<file path="src/rtl/load_store_unit_pkg.sv">
// Shared types and helpers for the load/store unit: FSM states, access size codes
// and the natural-alignment check.
package load_store_unit_pkg;

  typedef enum logic [2:0] {
    LSU_IDLE,
    LSU_REQ,
    LSU_WAIT_RSP,
    LSU_DONE,
    LSU_ERR
  } Lsu_State_t;

  typedef enum logic [2:0] {
    MEM_B  = 3'b000,
    MEM_H  = 3'b001,
    MEM_W  = 3'b010,
    MEM_D  = 3'b011,
    MEM_BU = 3'b100,
    MEM_HU = 3'b101,
    MEM_WU = 3'b110
  } Mem_Size_t;

  // funct3[1:0] encodes log2 of the access size in bytes.
  function automatic logic misaligned(input logic [2:0] f3, input logic [2:0] a_lo);
    case (f3[1:0])
      2'b01:   return a_lo[0];
      2'b10:   return |a_lo[1:0];
      2'b11:   return |a_lo;
      default: return 1'b0;
    endcase
  endfunction

endpackage

</file>
<file path="src/rtl/lsu_load_align.sv">
// Load data alignment: pulls the addressed bytes down to bit 0 of the word and
// sign- or zero-extends them to the full register width.
module lsu_load_align
  import load_store_unit_pkg::*;
#(
  parameter  int REG_DATA_WIDTH_POW = 6,
  localparam int XLEN   = 1 << REG_DATA_WIDTH_POW,
  localparam int LANE_W = REG_DATA_WIDTH_POW - 3
) (
  input  logic [XLEN-1:0]   rdata,
  input  logic [LANE_W-1:0] lane,
  input  logic [2:0]        funct3,
  output logic [XLEN-1:0]   data
);

  localparam logic [REG_DATA_WIDTH_POW-1:0] SH_B = REG_DATA_WIDTH_POW'(XLEN - 8);
  localparam logic [REG_DATA_WIDTH_POW-1:0] SH_H = REG_DATA_WIDTH_POW'(XLEN - 16);
  localparam logic [REG_DATA_WIDTH_POW-1:0] SH_W = REG_DATA_WIDTH_POW'(XLEN - 32);

  logic [XLEN-1:0]               shifted;
  logic signed [XLEN-1:0]        msb_aligned;
  logic [REG_DATA_WIDTH_POW-1:0] shamt;

  // Push the field up to the MSB, then shift back down: arithmetic for signed
  // loads, logical for unsigned ones. Works for any XLEN without replication.
  always_comb begin
    shifted = rdata >> {lane, 3'b000};
    case (funct3[1:0])
      2'b00:   shamt = SH_B;
      2'b01:   shamt = SH_H;
      2'b10:   shamt = SH_W;
      default: shamt = '0;
    endcase
    msb_aligned = shifted << shamt;
    data = funct3[2] ? (msb_aligned >> shamt) : (msb_aligned >>> shamt);
  end

endmodule

</file>
<file path="src/rtl/load_store_unit.sv">
// Core-side load/store unit: one outstanding access, aligned bus request with byte
// strobes, and load data extraction on the response.
module load_store_unit
  import load_store_unit_pkg::*;
#(
  parameter  int REG_DATA_WIDTH_POW = 6,
  parameter  int ADDR_WIDTH         = 64,
  localparam int XLEN   = 1 << REG_DATA_WIDTH_POW,
  localparam int STRB_W = XLEN / 8,
  localparam int LANE_W = REG_DATA_WIDTH_POW - 3
) (
  input  logic                  clk_in,
  input  logic                  reset,
  input  logic                  lsu_valid_in,
  output logic                  lsu_ready_out,
  input  logic                  mem_read_in,
  input  logic                  mem_write_in,
  input  logic [2:0]            funct3_in,
  input  logic [ADDR_WIDTH-1:0] addr_in,
  input  logic [XLEN-1:0]       store_data_in,
  output logic [XLEN-1:0]       load_data_out,
  output logic                  done_out,
  output logic                  error_out,
  output logic                  mem_req_valid,
  input  logic                  mem_req_ready,
  output logic                  mem_req_we,
  output logic [ADDR_WIDTH-1:0] mem_req_addr,
  output logic [XLEN-1:0]       mem_req_wdata,
  output logic [STRB_W-1:0]     mem_req_wstrb,
  input  logic                  mem_rsp_valid,
  input  logic [XLEN-1:0]       mem_rsp_rdata
);

  function automatic logic [STRB_W-1:0] size_mask(input logic [1:0] sz);
    case (sz)
      2'b00:   return STRB_W'(1);
      2'b01:   return STRB_W'(3);
      2'b10:   return STRB_W'(15);
      default: return {STRB_W{1'b1}};
    endcase
  endfunction

  Lsu_State_t            state, state_nxt;
  logic                  req_we;
  logic [2:0]            req_f3;
  logic [LANE_W-1:0]     req_lane;
  logic [ADDR_WIDTH-1:0] req_addr;
  logic [XLEN-1:0]       req_wdata;
  logic [STRB_W-1:0]     req_wstrb;
  logic [XLEN-1:0]       load_data_q;
  logic [XLEN-1:0]       aligned;
  logic [LANE_W-1:0]     in_lane;
  logic                  illegal, bad_req;

  assign in_lane = addr_in[LANE_W-1:0];
  assign illegal = (funct3_in == 3'b111) ||
                   ((REG_DATA_WIDTH_POW == 5) && (funct3_in == MEM_D || funct3_in == MEM_WU));
  assign bad_req = !(mem_read_in ^ mem_write_in) || illegal || misaligned(funct3_in, addr_in[2:0]);

  always_ff @(posedge clk_in or negedge reset) begin
    if (!reset) state <= LSU_IDLE;
    else        state <= state_nxt;
  end

  always_comb begin
    state_nxt = state;
    case (state)
      LSU_IDLE:     if (lsu_valid_in) state_nxt = bad_req ? LSU_ERR : LSU_REQ;
      LSU_REQ:      if (mem_req_ready) state_nxt = LSU_WAIT_RSP;
      LSU_WAIT_RSP: if (mem_rsp_valid) state_nxt = LSU_DONE;
      default:      state_nxt = LSU_IDLE;
    endcase
  end

  always_comb begin
    lsu_ready_out = (state == LSU_IDLE);
    mem_req_valid = (state == LSU_REQ);
    done_out      = (state == LSU_DONE);
    error_out     = (state == LSU_ERR);
  end

  // Request is captured pre-shifted so the bus side is a plain register read-out.
  always_ff @(posedge clk_in or negedge reset) begin
    if (!reset) begin
      req_we      <= 1'b0;
      req_f3      <= '0;
      req_lane    <= '0;
      req_addr    <= '0;
      req_wdata   <= '0;
      req_wstrb   <= '0;
      load_data_q <= '0;
    end else begin
      if (state == LSU_IDLE && lsu_valid_in && !bad_req) begin
        req_we    <= mem_write_in;
        req_f3    <= funct3_in;
        req_lane  <= in_lane;
        req_addr  <= {addr_in[ADDR_WIDTH-1:LANE_W], {LANE_W{1'b0}}};
        req_wstrb <= mem_write_in ? (size_mask(funct3_in[1:0]) << in_lane) : '0;
        req_wdata <= mem_write_in ? (store_data_in << {in_lane, 3'b000}) : '0;
      end
      if (state == LSU_WAIT_RSP && mem_rsp_valid)
        load_data_q <= req_we ? '0 : aligned;
    end
  end

  lsu_load_align #(
    .REG_DATA_WIDTH_POW(REG_DATA_WIDTH_POW)
  ) u_align (
    .rdata  (mem_rsp_rdata),
    .lane   (req_lane),
    .funct3 (req_f3),
    .data   (aligned)
  );

  assign mem_req_we    = mem_req_valid & req_we;
  assign mem_req_addr  = mem_req_valid ? req_addr  : '0;
  assign mem_req_wdata = mem_req_valid ? req_wdata : '0;
  assign mem_req_wstrb = mem_req_valid ? req_wstrb : '0;
  assign load_data_out = load_data_q;

endmodule
</file>
<file path="config.mk">
export PLATFORM = sky130hd
export DESIGN_NAME = load_store_unit
export DESIGN_NICKNAME = d
export VERILOG_FILES = /design/src/rtl/load_store_unit_pkg.sv /design/src/rtl/lsu_load_align.sv /design/src/rtl/load_store_unit.sv
export SDC_FILE = /design/constraint.sdc
export NUM_CORES = 1
export LEC_CHECK = 0
export ABC_AREA = 0
export CELL_PAD_IN_SITES_DETAIL_PLACEMENT = 0
export CELL_PAD_IN_SITES_GLOBAL_PLACEMENT = 1
export CORE_ASPECT_RATIO = 0.6
export CORE_MARGIN = 1.5
export CORE_UTILIZATION = 38
export DETAILED_ROUTE_END_ITERATION = 10
export PLACE_DENSITY_LB_ADDON = 0.12
export REMOVE_ABC_BUFFERS = 1
export SYNTH_ARGS = -nofsm -noshare
export SYNTH_HDL_FRONTEND = slang
export SYNTH_SLANG_ARGS = --single-unit
</file>
<file path="constraint.sdc">
create_clock -name clk_in -period 2.85 [get_ports clk_in]
set_input_delay 0.57 -clock clk_in [delete_from_list [all_inputs] [get_ports clk_in]]
set_output_delay 0.57 -clock clk_in [all_outputs]
set_load 0.1 [all_outputs]
</file>
==> results of run 1 <==
[worst max path at each step]
stage,from,end,slack (ns),depth (start not counted)
6_report,state[0],mem_req_addr[26],0.19,6
2_1_floorplan,state[2],req_addr[19],-5.97,4
5_1_grt,state[0],mem_req_addr[23],0.05,6
3_5_place_dp,mem_rsp_rdata[63],load_data_out[52],0.26,7
4_1_cts,state[0],mem_req_addr[26],0.16,6
3_3_place_gp,mem_rsp_rdata[63],load_data_out[52],0.34,7
[kinds of logic after synthesis]
kind of cell | Yosys count | synth area share
xor gates and xnor gates | 1 | 0.000705
other | 1 | 0.000302
muxes | 222 | 0.207
AOI/OAI and AO/OA | 263 | 0.148
DFF | 207 | 0.417
buffers and inverters | 121 | 0.0479
and+or+nand+nor | 428 | 0.179
[routing by layer]
layer,vias up,wire (microns)
li1,5197,-
met1,5359,19300
met2,406,18900
met3,54,4120
met4,4,799
met5,-,27
[through the flow]
stage | util | cells | instance area (sq um) | hold slack (ns)
after CTS | 0.591 | 2069 | 19100 | 0.00785
final | 0.591 | 2071 | 19100 | -0.00935
after global routing | 0.591 | 2070 | 19100 | 0.0119
after detailed placement | 0.566 | 2028 | 18300 | 0.459
after global placement | 0.566 | 2028 | 18300 | 0.452
after floorplan | - | 1130 | 11900 | 0.274
[cells in the final DEF (no fill, tap or decap), types with 4 or more instances in the layout]
master           Yosys  layout
clkinv_2             0       5
nand2_1            171     171
o22ai_1             21      21
o21ai_0             65      65
a221o_1              7       7
nor2_1              46      45
inv_1                5       5
nand3_1             10      10
dfrtp_1            207     205
clkbuf_16            0      23
o211ai_1             9       9
a211o_1              8       8
nor2b_1             13      13
buf_4               15     129
clkdlybuf4s50_1      0     196
mux2_1              33      33
o311ai_1             8       8
buf_12               0     147
nand3_2              6       6
a211oi_1            13      13
o21ai_2             11      11
o2bb2ai_1            8       8
clkbuf_1            62       4
mux2i_1             93      93
a21oi_1             27      27
and2_1             137     137
mux4_2              17      17
mux2_2              79      79
a22oi_1             16      16
a31oi_1              8       8
o41ai_2              7       7
a22o_1              12      12
o21ai_1             12      12
nand2b_1            17      17
o31ai_1             22      22
[cells in the mapped netlist, drive strengths merged, types with 8 or more instances]
cell type / count / area [sq um]
dfrtp: 207 / 5180
nand2: 171 / 642
and2: 138 / 863
mux2: 112 / 1260
mux2i: 93 / 931
o21ai: 88 / 482
clkbuf: 63 / 238
buf: 52 / 335
nor2: 48 / 185
a21oi: 28 / 144
o31ai: 23 / 186
o22ai: 21 / 131
mux4: 17 / 383
nand2b: 17 / 106
a22oi: 16 / 120
nand3: 16 / 110
a211oi: 13 / 97.6
nor2b: 13 / 81.3
a22o: 12 / 105
o211ai: 9 / 67.6
a211o: 8 / 70.1
a31oi: 8 / 50.1
o2bb2ai: 8 / 70.1
o311ai: 8 / 70.1
[what timing repair did]
item | 4_1_cts | 5_1_grt
hold buffers | 0 | 0
setup buffers | 2 | 0
setup endpoints to repair | 98 | 0
gates resized for setup | 0 | 0
[area by class of cell]
| type | count | area share |
|---|---|---|
| Clock inverter | 9 | 0.00649 |
| Clock buffer | 30 | 0.0331 |
| Inverter | 6 | 0.00118 |
| Tap cell | 424 | 0.0278 |
| Multi-Input combinational cell | 917 | 0.350 |
| Antenna cell | 2 | 0.000262 |
| Sequential cell | 207 | 0.272 |
| Timing Repair Buffer | 476 | 0.309 |
[power groups by stage]
stage | sequential [W] | combinational [W] | clock (W)
finish | 0.00499 | 0.0118 | 0.00307
global route | 0.00515 | 0.0123 | 0.00329
CTS | 0.00498 | 0.0118 | 0.00316
detailed placement | 0.00502 | 0.0117 | 0
global placement | 0.00499 | 0.0116 | 0
floorplan | 0.00757 | 0.00530 | 0
[worst max-delay path: stages (launching register included)]
cell      delay, ns
dfrtp_1        0.48
nand2b_1       0.15
nor2_4         0.16
buf_12         0.16
buf_12         0.18
and2_1         0.22
buf_12         0.19
[state kept, by name, indices dropped and copies added, names as in the netlist]
signal         flops
load_data_out     64
req_wdata         64
req_addr          61
req_wstrb          8
req_f3             3
req_lane           3
state              3
req_we             1
==> qor.txt, run 1 <==
Leak: 8.36 nW
Worst Setup End Kind: primary output
Ys flop type: dfrtp_1
Mapped Cells: 1243
Async set-or-reset flop fraction in the synthesized netlist: 1.00
Failing checks: negative hold slack
Filler instances: 2771
CTS tree: built
Setup WS pre-CTS: 0.256 ns
Share of total power in combinational logic: 0.593
Measured slew at the worst slew-check pin: 0.622 ns
Met3 global-route usage: 0.0854
Slew margin rel.: 0.586
Via-per-instance ratio: 5.32
Clock Skew: 0.00772 ns
Max Cap Violations: 0
FP Rows: 51
Switching Share: 0.503
Drt first-iter violations: 750
Syn_area_per_cell: 9.99 sq um
Setup violators final: 0
Worst Setup Start Kind: flip-flop
Tmin final: 2.66 ns
Setup_tns: 0 ns
Vias in the first global route: 11000
Clock slew at reported path FFs: 0.06 ns
Synth cell types: 64
Met1 Track Usage GR: 0.351
Die H: 143 microns
Final Worst Setup Slack: 0.185 ns
Port-buffer cells: 403
Routed Antenna Nets: 0
M2 GR Usage: 0.386
Achievable frequency: 0.375 GHz
Total Power: 0.0198 W
Core area: 32300 sq um
Req. time, crit path: 2.28 ns
Worst-Skew Late Latency: 0.52 ns
Clock Power Share: 0.155
Final Max Tran Viols: 0
Io pins: 407
Area of the multi-input gates: 6680 sq um
Critical R2R Capture: load_data_out[52]
Global-route wire length before repair: 66400 microns
# nets final: 1833
Htree depth: 1
Worst hold path type: in2async
Post-DP HPWL: 32500 microns
Overall routed net length: 43200 microns
Fin crit share: 0.935
Flops & latches, synth: 207
Congestion Overflow GR: 0
Syn Std Cell Area: 12400 sq um
Number of synthesized flops with an enable pin: 0
RSZ-0062 raised after global routing: false
Critical R2R Launch: req_lane[0]
Outcome: finished, violations left
Largest net degree at the start of global routing: 112
Clk buf depth: 3
Sequential cell area: 5180 sq um
Via count: 11000
Gpl congestion: 0.903
Int Power: 0.00986 W
Starting Density: 0.385
Worst Path Arrival: 2.09 ns
Layout cells sized above 1: 0.275
Register share of total power: 0.252
Hold Violations, Final: 3
Switch Pwr: 0.00996 W
R2R Setup Slk: 0.53 ns
Yosys warning count: 0
FF-to-FF path depth: 7
PwrDens: 1040 nW/um^2
Total GRT Usage: 0.254
Clock Sinks: 207
Crit path max fanout: 33
Kind of critical path: reg2out
CTS Root Cell: clkbuf_16
Worst vdd ir: 571 uV
Die area: 33800 sq um
Die width: 236 microns
Seq/Total Area, Yosys: 0.417
Worst Hold Margin: -0.00935 ns
DRC Markers: 0
Gr busiest metal: met2
CTS Buf Count: 23
Initial antenna violation count: 4
Initial DRT Pass Iterations: 5
Routed len/inst: 20.9 microns
Area Growth Syn to Fin: 53.6%
Note: power is estimated with default switching activity, not from simulation.
==> run 2, diff against run 1 <==
--- a/config.mk
+++ b/config.mk
@@ -14,6 +14,7 @@
 export DETAILED_ROUTE_END_ITERATION = 10
 export PLACE_DENSITY_LB_ADDON = 0.12
 export REMOVE_ABC_BUFFERS = 1
+export SLEW_MARGIN = 20
 export SYNTH_ARGS = -nofsm -noshare
 export SYNTH_HDL_FRONTEND = slang
 export SYNTH_SLANG_ARGS = --single-unit
==> results of run 2 <==
No change in the layout: final DEF, timing and power equal those of run 1.
